$ cat config.mk
export PLATFORM = sky130hd
export DESIGN_NAME = score_uart_tx
export DESIGN_NICKNAME = d
export VERILOG_FILES = /design/src/rtl/score_uart_tx.sv
export SDC_FILE = /design/constraint.sdc
export NUM_CORES = 1
export LEC_CHECK = 0
export BUFFER_PORTS_ARGS = -buffer_cell sky130_fd_sc_hd__buf_2
export CORE_MARGIN = 3
export CORE_UTILIZATION = 45
export DETAILED_ROUTE_END_ITERATION = 16
export PLACE_DENSITY = 0.76
export SYNTH_ARGS = -nofsm -noshare
export SYNTH_HDL_FRONTEND = slang
export SYNTH_SLANG_ARGS = --single-unit
$ cat constraint.sdc
create_clock -name clk -period 2.7 [get_ports clk]
set_input_delay 0 -clock clk [delete_from_list [all_inputs] [get_ports clk]]
set_output_delay 0 -clock clk [all_outputs]
set_load 0.1 [all_outputs]
$ cat src/rtl/score_uart_tx.sv
// Score/finish status transmitter: sends 'S' hi lo G|F '\n' frames
// over the txdata/txclk/txready byte interface whenever the game state changes.
module score_uart_tx #(
    parameter logic [7:0] START_CHAR    = 8'h53,
    parameter logic [7:0] END_CHAR      = 8'h0A,
    parameter int         STROBE_CYCLES = 1
) (
    input  logic       clk,
    input  logic       rst_n,
    input  logic       enable,
    input  logic [7:0] score,
    input  logic       finish,
    input  logic       txready,
    output logic [7:0] txdata,
    output logic       txclk,
    output logic       busy,
    output logic [7:0] frames_sent
);

    typedef enum logic [1:0] {IDLE, WAITRDY, STROBE, SETTLE} state_t;

    localparam int CW = (STROBE_CYCLES > 1) ? $clog2(STROBE_CYCLES) : 1;
    localparam logic [CW-1:0] CNT_LAST = CW'(STROBE_CYCLES - 1);

    state_t        state;
    state_t        state_nx;
    logic [CW-1:0] cnt;
    logic [2:0]    idx;
    logic [7:0]    last_score;
    logic [7:0]    snap_score;
    logic          snap_fin;
    logic          fin_q;
    logic          fin_pend;
    logic          start;
    logic          last_byte;
    logic          strobe_done;

    function automatic logic [7:0] hex(input logic [3:0] n);
        return (n < 4'd10) ? 8'h30 + {4'h0, n} : 8'h37 + {4'h0, n};
    endfunction

    function automatic logic [7:0] frame_byte(
        input logic [2:0] i,
        input logic [7:0] s,
        input logic       f
    );
        case (i)
            3'd0:    return START_CHAR;
            3'd1:    return hex(s[7:4]);
            3'd2:    return hex(s[3:0]);
            3'd3:    return f ? 8'h46 : 8'h47;
            default: return END_CHAR;
        endcase
    endfunction

    assign start       = (state == IDLE) && enable &&
                         ((score != last_score) || fin_pend);
    assign last_byte   = (idx == 3'd4);
    assign strobe_done = (cnt == CNT_LAST);

    always_ff @(posedge clk or negedge rst_n) begin
        if (!rst_n) state <= IDLE;
        else        state <= state_nx;
    end

    always_comb begin
        state_nx = state;
        unique case (state)
            IDLE:    if (start) state_nx = WAITRDY;
            WAITRDY: if (txready) state_nx = STROBE;
            STROBE:  if (strobe_done) state_nx = SETTLE;
            SETTLE:  state_nx = last_byte ? IDLE : WAITRDY;
            default: state_nx = IDLE;
        endcase
    end

    // txclk is registered from the next state so the strobe is glitch-free
    always_ff @(posedge clk or negedge rst_n) begin
        if (!rst_n) begin
            txclk       <= 1'b0;
            txdata      <= 8'h00;
            busy        <= 1'b0;
            frames_sent <= 8'h00;
            last_score  <= 8'h00;
            snap_score  <= 8'h00;
            snap_fin    <= 1'b0;
            fin_q       <= 1'b0;
            fin_pend    <= 1'b0;
            idx         <= 3'd0;
            cnt         <= '0;
        end else begin
            txclk <= (state_nx == STROBE);
            fin_q <= finish;
            cnt   <= (state == STROBE) ? cnt + 1'b1 : '0;
            if (start)                 fin_pend <= 1'b0;
            else if (finish && !fin_q) fin_pend <= 1'b1;
            if (start) begin
                snap_score <= score;
                snap_fin   <= finish;
                idx        <= 3'd0;
                busy       <= 1'b1;
                txdata     <= START_CHAR;
            end
            if (state == SETTLE) begin
                if (!last_byte) begin
                    idx    <= idx + 3'd1;
                    txdata <= frame_byte(idx + 3'd1, snap_score, snap_fin);
                end else begin
                    last_score  <= snap_score;
                    frames_sent <= frames_sent + 8'd1;
                    busy        <= 1'b0;
                end
            end
        end
    end

endmodule

==> summary.txt <==
Post-DRT Antenna Nets -> 0
Final routed DRC violation total -> 0
Hold_buf cts -> 11
Worst-skew pair later-pin latency -> 300 ps
Dominant synthesized flop cell -> dfrtp_1
Clock skew -> 9.287 ps
CTS clk-pin slew, worst paths -> 80 ps
Sequential group share of total power -> 35.1%
DR vias/cell -> 5.317
Worst-margin pin slew -> 923.3 ps
Logic pwr share -> 47.7%
Slowest cell delay on critical path -> 680 ps
Synthesis Warnings -> 0
Slew margin rel. -> 38.44%
Mux cell area share after synthesis -> 3.110%
Net Switching -> 1.379 mW
Dpl cell area -> 2317 um2
Post-Synth XOR/XNOR Area -> 7.746%
Starting Density -> 47.65%
Antenna diode count -> 0
Critical path launch point type -> flop
Die area -> 5600 um2
Setup crit end kind -> flop
Syn nets -> 230
Total grt overflow -> 0
WL per Instance -> 14.02 um
Final-layout fill cell count -> 381
Total GRT Usage -> 17.05%
Worst path slowest cell -> a41oi_4
# resized after CTS -> 0
Async SR Flop Fraction -> 100.0%
Final Net Count -> 274
Post-layout min period -> 2022 ps
Simple-Gate Fraction of Synth Area -> 16.31%
Internal Power -> 1.551 mW
Max Freq -> 494.5 MHz
Final core utilization -> 56.77%
Final Max Tran Viols -> 0
Initial DRC Count -> 108
Family with the most delay on the worst path -> compound AO/OA/AOI/OAI gates
Htree depth -> 2
PD cells -> 1153 nW/um2
Crit path cell chain -> nor2_1 > nand2_1 > a41oi_4 > nor2_1 > mux2_2
Synth Area in Compound Gates -> 13.62%
Maxcap violations -> 0
Switching share of power -> 47.07%
Port Buf Inserts -> 30
Pre-CTS setup slack -> 662.6 ps
TritonCTS clock tree -> done
First drt pass iteration count -> 4
First-pass GRT wire length -> 7238 um
WL final -> 4291 um
Die width -> 74.83 um
Top Ports -> 31
CP bufs+invs -> 0
Maximum vdd drop -> 0.5362 mV
Final setup fails -> 0
Post-Layout Inst Area -> 2540 um2
Period utilization -> 74.90%
Number of synthesized register bits -> 43
Setup Crit Path Kind -> flop to flop
Commonest cells after routing, fill and taps aside -> dfrtp_1 (43), nand2_1 (37), buf_2 (30), nor2_1 (20), o21ai_0 (17)
Hpwl dp -> 3113 um
Clock buffer depth -> 2
Arrival time worst endpoint -> 2210 ps
Placed Cells -> 287
Vias -> 1627
Initial antenna violation count -> 0
Avg Inst Size Synth -> 10.20 um2
Status -> complete, no violations
P_leak -> 1.189 nW
Clk pwr share -> 17.1%
EDFF count, synth -> 0
Hold crit path type -> input port to flop
Share of layout cells above drive strength 1 -> 21.26%
Num CTS Buffers -> 5
Sequential fraction of the synthesis area -> 50.47%
Final WS setup -> 677.6 ps
CP required -> 2890 ps
Largest net degree at the start of global routing -> 44
Post-Layout Cell Count -> 306
Clock Sink Count -> 43
Reg2Reg Depth -> 5
Synthesized-area fraction occupied by adder cells -> 4.695%
Post-CTS setup buffer count -> 0
Area of the core -> 4474 um2
Number of global-route vias before repair -> 1572
Largest family of logic cells by synthesized area -> simple AND/OR/NAND/NOR gates
Post-synthesis cell area -> 2132 um2
Synth Instances -> 209
Die Ht -> 74.83 um
FP Rows -> 24
Final GP Congestion -> 0.8313
Root Driver -> clkbuf_8
Hold Vio Cnt, Final -> 0
Commonest non-fill, non-tap cell in the layout -> dfrtp_1
Layout area overhead -> 19.13%
Hold Crit Depth -> 4
CP max FO -> 26
Unrepaired setup endpoints after global routing -> false
Most common cell type on the critical path -> nor2_1
TNS Setup -> 0 ps
Count of cell instances traversed by the critical path -> 5
Synth cell types -> 38
==> state kept, by name, indices dropped and copies added, names as in the netlist <==
register and count:
state 2, fin_pend 1, frames_sent 8, idx 3
last_score 8, cnt 1, txdata 8, txclk 1
snap_score 8, snap_fin 1, busy 1, fin_q 1
==> path summary, 6_finish.rpt <==
check	from	end	slack, ps
worst max register to register	state[1]$_DFF_PN0_	idx[0]$_DFF_PN0_	680
worst min-delay path	enable	fin_pend$_DFFE_PN0P_	240
worst min register to register	cnt$_DFF_PN0_	cnt$_DFF_PN0_	440
min in group asynchronous	rst_n	txclk$_DFF_PN0_	370
max in group asynchronous	rst_n	last_score[1]$_DFFE_PN0P_	1760
worst max-delay path	state[1]$_DFF_PN0_	idx[0]$_DFF_PN0_	680
==> per-stage QoR <==
stage | total power, mW | hold WS, ps
6_report | 2.930 | 237.3
2_1_floorplan | 2.168 | -295.6
3_5_place_dp | 2.430 | 161.8
5_1_grt | 3.123 | 258.7
3_3_place_gp | 2.402 | 157.6
4_1_cts | 2.951 | 237.9
==> cells in the mapped netlist (2+ instances only) <==
master     n  share of area (%)
a211oi_1   2               0.70
a211oi_2   2                1.2
a21oi_1    4               0.94
a221o_1    2               0.94
and2_1     2               0.59
buf_2      3               0.70
buf_6      3                1.6
dfrtp_1   43                 50
ha_1       8                4.7
inv_1      9                1.6
mux2_2     5                2.6
nand2_1   37                6.5
nand2b_1   2               0.59
nand3_1    5                1.2
nand4_1    3               0.88
nor2_1    20                3.5
nor3_1     4               0.94
o21ai_0   17                4.0
o22ai_1    4                1.2
xnor2_1   10                4.1
xor2_1     7                2.9
==> logic make-up after synthesis <==
logic type,after synthesis
xor gates and xnor gates,18
AOI/OAI and AO/OA,40
and+or+nand+nor,78
buffers and inverters,16
muxes,6
DFF,43
adders and majority gates,8
==> layout make-up <==
| type | instances | area (um2) | area share, % |
|---|---|---|---|
| multi-input cells | 150 | 969.7 | 38.18 |
| inverters | 9 | 33.78 | 1.330 |
| well taps | 52 | 65.06 | 2.562 |
| repair buffers | 44 | 282.8 | 11.13 |
| clock inverters | 3 | 43.79 | 1.724 |
| clock buffers | 5 | 68.82 | 2.709 |
| flip-flops and latches | 43 | 1076 | 42.36 |
==> power by group through the flow <==
stage	Sequential, mW	Clock (mW)	Combinational (mW)
2_1_floorplan	1.43	0	0.739
3_3_place_gp	1.03	0	1.37
3_5_place_dp	1.04	0	1.39
4_1_cts	1.03	0.511	1.41
5_1_grt	1.07	0.529	1.53
6_report	1.03	0.502	1.40
==> tightest hold or removal path, delay by kind of cell <==
kind | cells | cell delay, ps
AND/OR/NAND/NOR | 2 | 240
buffers and inverters | 1 | 100
AO/OA/AOI/OAI | 1 | 140
==> layer usage <==
layer  part of all wire (%)  global-route usage, %  up-vias
li1                       -                      -      808
met1                     48                  24.04      775
met2                     47                  25.53       38
met3                    3.1                  4.005        6
met4                    1.6                  6.522        0
met5                      0                      0        -
Power figures use the tool's default switching activity.
